File: src/rtl/nes_pad_responder.sv
// Controller-side NES pad emulation: a 4021-style parallel-in/serial-out responder.
// Snapshots 8 buttons on latch and shifts them out on each host pulse rise (A first).
module nes_pad_responder #(
    parameter int SYNC_STAGES    = 2,
    parameter int TIMEOUT_CYCLES = 50000,
    parameter int ACTIVE_LOW     = 1,
    parameter int FILL_BIT       = 1
) (
    input  logic       clk,
    input  logic       rst,
    input  logic       latch_in,
    input  logic       pulse_in,
    input  logic [7:0] buttons,
    output logic       data_out,
    output logic       busy,
    output logic       frame_done,
    output logic [3:0] bits_sent
);

    typedef enum logic [1:0] {IDLE, LOAD, SHIFT} state_t;

    localparam int   TW   = $clog2(TIMEOUT_CYCLES + 1);
    localparam logic POL  = 1'(ACTIVE_LOW);
    localparam logic FILL = 1'(FILL_BIT);

    state_t                 state, next_state;
    logic [SYNC_STAGES-1:0] latch_sync, pulse_sync;
    logic                   latch_hist, pulse_hist;
    logic                   latch_s, pulse_s, latch_rise, pulse_rise;
    logic [7:0]             snapshot;
    logic [TW-1:0]          tcount;
    logic                   timeout_hit;

    assign latch_s     = latch_sync[SYNC_STAGES-1];
    assign pulse_s     = pulse_sync[SYNC_STAGES-1];
    assign latch_rise  = latch_s & ~latch_hist;
    assign pulse_rise  = pulse_s & ~pulse_hist;
    assign timeout_hit = (tcount == TW'(TIMEOUT_CYCLES - 1));

    // NOTE: non-blocking assignments make each flop see its neighbour's old value,
    // which is what turns this chain into a real multi-stage synchronizer.
    always_ff @(posedge clk) begin
        if (rst) begin
            latch_sync <= '0;
            pulse_sync <= '0;
            latch_hist <= 1'b0;
            pulse_hist <= 1'b0;
        end else begin
            latch_sync <= {latch_sync[SYNC_STAGES-2:0], latch_in};
            pulse_sync <= {pulse_sync[SYNC_STAGES-2:0], pulse_in};
            latch_hist <= latch_s;
            pulse_hist <= pulse_s;
        end
    end

    always_ff @(posedge clk) begin
        if (rst) state <= IDLE;
        else     state <= next_state;
    end

    // NOTE: next_state gets a default before the case so no path leaves it unassigned
    // (an unassigned path would infer a latch).
    always_comb begin
        next_state = state;
        case (state)
            IDLE:  if (latch_s) next_state = LOAD;
            LOAD:  if (!latch_s) next_state = SHIFT;
            SHIFT: begin
                if (latch_rise)                              next_state = LOAD;
                else if (pulse_rise && bits_sent == 4'd7)    next_state = IDLE;
                else if (!pulse_rise && timeout_hit)         next_state = IDLE;
            end
            default: next_state = IDLE;
        endcase
    end

    always_comb begin
        busy = (state == LOAD) || (state == SHIFT);
    end

    always_ff @(posedge clk) begin
        if (rst) begin
            snapshot   <= '0;
            bits_sent  <= '0;
            frame_done <= 1'b0;
            data_out   <= FILL;
            tcount     <= '0;
        end else begin
            frame_done <= 1'b0;
            case (state)
                IDLE: begin
                    data_out <= FILL;
                    tcount   <= '0;
                    if (latch_s) begin
                        snapshot  <= buttons;
                        data_out  <= buttons[0] ^ POL;
                        bits_sent <= '0;
                    end
                end
                LOAD: begin
                    tcount <= '0;
                    if (latch_s) begin
                        snapshot  <= buttons;
                        data_out  <= buttons[0] ^ POL;
                        bits_sent <= '0;
                    end
                end
                SHIFT: begin
                    // Latch re-assertion outranks a coincident pulse and restarts the frame.
                    if (latch_rise) begin
                        snapshot  <= buttons;
                        data_out  <= buttons[0] ^ POL;
                        bits_sent <= '0;
                        tcount    <= '0;
                    end else if (pulse_rise) begin
                        tcount    <= '0;
                        bits_sent <= bits_sent + 4'd1;
                        snapshot  <= snapshot >> 1;
                        if (bits_sent == 4'd7) begin
                            data_out   <= FILL;
                            frame_done <= 1'b1;
                        end else begin
                            data_out <= snapshot[1] ^ POL;
                        end
                    end else if (timeout_hit) begin
                        data_out <= FILL;
                        tcount   <= '0;
                    end else begin
                        tcount <= tcount + TW'(1);
                    end
                end
                default: data_out <= FILL;
            endcase
        end
    end

endmodule
File: config.mk
export PLATFORM = sky130hd
export DESIGN_NAME = nes_pad_responder
export DESIGN_NICKNAME = d
export VERILOG_FILES = /design/src/rtl/nes_pad_responder.sv
export SDC_FILE = /design/constraint.sdc
export NUM_CORES = 1
export LEC_CHECK = 0
export CAP_MARGIN = 20
export CORE_UTILIZATION = 39
export CTS_CLUSTER_SIZE = 10
export DETAILED_ROUTE_END_ITERATION = 8
export HOLD_SLACK_MARGIN = 0.12
export SETUP_SLACK_MARGIN = 0.5
export SYNTH_ARGS = -nofsm -noshare
export SYNTH_HDL_FRONTEND = slang
export SYNTH_SLANG_ARGS = --single-unit
File: constraint.sdc
create_clock -name clk -period 2 [get_ports clk]
set_input_delay 0.2 -clock clk [delete_from_list [all_inputs] [get_ports clk]]
set_output_delay 0.2 -clock clk [all_outputs]
set_load 0.1 [all_outputs]
==> reports/qor.yml <==
run_status:
  status: "finished with violations"
  violations: "DRC"
synthesis:
  ys_top_cells_by_count: "37 x dfxtp_1, 13 x nand2_1, 13 x nand3_1, 13 x nor2_1, 11 x nor3_1"
  syn-num-nets: 227
  syn_area_sq_um: 1860
  synth.yosys.seq_area_share_pct: 39.8
  synthArstFlopShare_pct: 0
  yosys.area_share.simple_pct: 29.5
  yosysTopAreaCellShare_pct: 39.8
  synth_cells: 207
  netlist_top_cells_area: "dfxtp_1 40%, ha_1 5.4%, nand3_1 3.5%"
  syn_avg_cell_area_sq_um: 8.99
  synthXorXnorAreaFrac_pct: 3.77
  ys_ff_latch: 37
  ys_types: 52
  synth_most_common_cell: "dfxtp_1"
  synthFlopType: "dfxtp_1"
  synth_compound_area_share_pct: 15.7
  synthAdderAreaFrac_pct: 5.38
  synth_top_area_cell: "dfxtp_1"
  synth_top_family_by_area: "simple AND/OR/NAND/NOR gates"
  ys_warn_count: 0
  synth_edf_count: 0
  yosys-mux-area-fraction_pct: 2.29
layout:
  nNetsFinal: 274
  n_fill_cell: 354
  area_delta_synth_final_pct: 50.0
  post-route-cell-area_sq_um: 2790
  drive_gt1_share_pct: 41.6
  seq_area_sq_um: 774
  diodes: 0
  multi_input_area_sq_um: 1330
drt:
  num_vias: 1756
  routedWlPerCell_um: 16.3
  drc: 2
  drt_iter0_drc: 67
  ant_nets: 0
  drt_wl_total_mm: 5.01
  via_per_inst: 5.72
  dr.pass1.iters: 6
timing:
  min_period_ps: 1730
  setup_slack_ps: 269
  finalClockSkew_ps: 10.1
  post-route-period-util_pct: 86.6
  timing.fmax_mhz: 578
  setup_tns_ps: 0
  rsz0062_at_grt: "yes"
  slew_headroom_pct: 73.1
  setup_violations: 0
  tightest_slew_ps: 402
  slew_viol_final: 0
  finalHoldViolCount: 0
setup_path:
  crit_fanout: 7
  end_kind: "flip-flop"
  critPathMostFrequentCell: "buf_6"
  critPathKind: "flip-flop to flip-flop"
  worstPathCellList: "inv_4, ha_4, o21ba_4, a311oi_4, buf_6, buf_6, xnor2_2, nor2_1"
  max_stage_delay_ps: 420
  cp_top_family: "compound AO/OA/AOI/OAI gates"
  worstSetupStartpointType: "flip-flop"
  cp.arrival_ps: 1930
  path_buf_inv: 3
  slowest_stage: "dfxtp_4"
  crit_required_ps: 2200
power_and_ir_drop:
  pwr-share-comb_pct: 42.6
  vdd_ir_drop_max_mv: 1.06
  p_leak_uw: 0.000987
  switching_share_pct: 35.7
  power_density_nw_per_um2: 1040
  seq_power_share_pct: 32.2
  intPower_uw: 1870
  power_switching_uw: 1040
  pwr-share-clk_pct: 25.2
  power_uw: 2900
run:
  maxCapViolations: 0
die:
  core_area_sq_um: 4470
  die_area_sq_um: 5050
  placementRows: 24
  initial_utilization_pct: 41.6
  ios: 19
  die_w_um: 71.1
  die_h_um: 71.1
global_routing:
  track_usage_pct: 19.4
  antenna_found_initial: 0
  grt_pass1_vias: 1645
  grt_start_max_net_pins: 18
  grt_pass1_wl_mm: 7.58
  grt.overflow.total: 0
clocking:
  cts_root_buf: "clkbuf_8"
  cts_tree: "done"
  clock_latency_ps: 300
  cts_sinks: 37
  clkTransAtPathRegs_ps: 80
  hold_buffers: 0
  htreeDepth: 2
  clk_path_buf_depth: 2
  numCtsBuffers: 5
place:
  dpl.hpwl_mm: 3.08
  dpl-instance-area_sq_um: 2220
  place_ws_ps: 199
  gp_congestion: 0.809
  numPortBuffers: 18
min_path:
  min_path_type: "input pin to flip-flop"
-- power by group through the flow --
| stage | clock, uW | combinational [uW] | sequential [uW] |
|---|---|---|---|
| final | 732 | 1240 | 935 |
| after global routing | 784 | 1300 | 948 |
| after CTS | 746 | 1050 | 917 |
| after detailed placement | 0 | 885 | 929 |
| after global placement | 0 | 868 | 925 |
| after floorplan | 0 | 575 | 1030 |
-- cell usage in the layout, fill, tap and decap left out, drive strengths merged, types with 3 or more instances in the layout --
cell type	synthesis	layout
nor3	12	12
nand2	14	14
o21ai	5	5
or4	3	3
a211oi	4	4
clkbuf	5	6
nand2b	4	4
nor2b	10	10
ha	8	8
and4b	3	3
buf	5	39
nor2	13	13
nand3	14	14
a311oi	7	7
inv	5	5
xor2	7	7
clkdlybuf4s50	0	11
o31ai	3	3
nand4	7	7
a21oi	9	9
or3	3	3
and3	3	3
dfxtp	37	37
-- layout make-up --
type                    instances  area share, %
flip-flops and latches         37           27.7
well taps                      52           2.33
clock buffers                   6           3.36
clock inverters                 2           1.26
repair buffers                 50           16.7
inverters                       5           1.03
multi-input cells             155           47.6
-- kinds of logic (layout without fill, tap and decap cells) --
group	count (synthesis)	in the layout
muxes	4	4
xor gates and xnor gates	8	8
buffers and inverters	15	63
DFF	37	37
adders and majority gates	8	8
AOI/OAI and AO/OA	39	39
and+or+nand+nor	96	96
-- timing repair --
action / 4_1_cts / 5_1_grt
cloned: 2 / 0
pin swaps: 11 / 17
resized for setup: 30 / 34
buffers inserted: 10 / 10
endpoints found under the setup margin: 31 / 31
-- metal layers --
layer,GRT usage [%],vias to the layer above,routed length (um)
li1,-,863,-
met1,25.1,846,2290
met2,30.7,34,2430
met3,5.70,13,187
met4,7.33,0,109
met5,0,-,0
-- sequential cells by signal, summed over array words and instances (netlist names) --
name and count:
bits_sent 4, data_out 1, frame_done 1, latch_hist 1
latch_sync 2, pulse_hist 1, pulse_sync 2, snapshot 7
state 2, tcount 16
-- stage by stage --
stage | cells | util [%] | hold slack (ps)
after floorplan | 207 | - | 328
after global placement | 277 | 49.5 | 431
after detailed placement | 277 | 49.5 | 424
after CTS | 297 | 57.4 | 438
after global routing | 307 | 62.4 | 450
final | 307 | 62.4 | 449
-- worst paths after layout --
path / start / to / slack [ps] / depth (start not counted)
setup reg to reg: state[0] / bits_sent[0] / 270 / 8
hold / removal: latch_in / latch_sync[0] / 450 / 2
setup / recovery: state[0] / bits_sent[0] / 270 / 8
hold reg to reg: latch_sync[0] / latch_sync[1] / 450 / 1
Power figures use the tool's default switching activity.
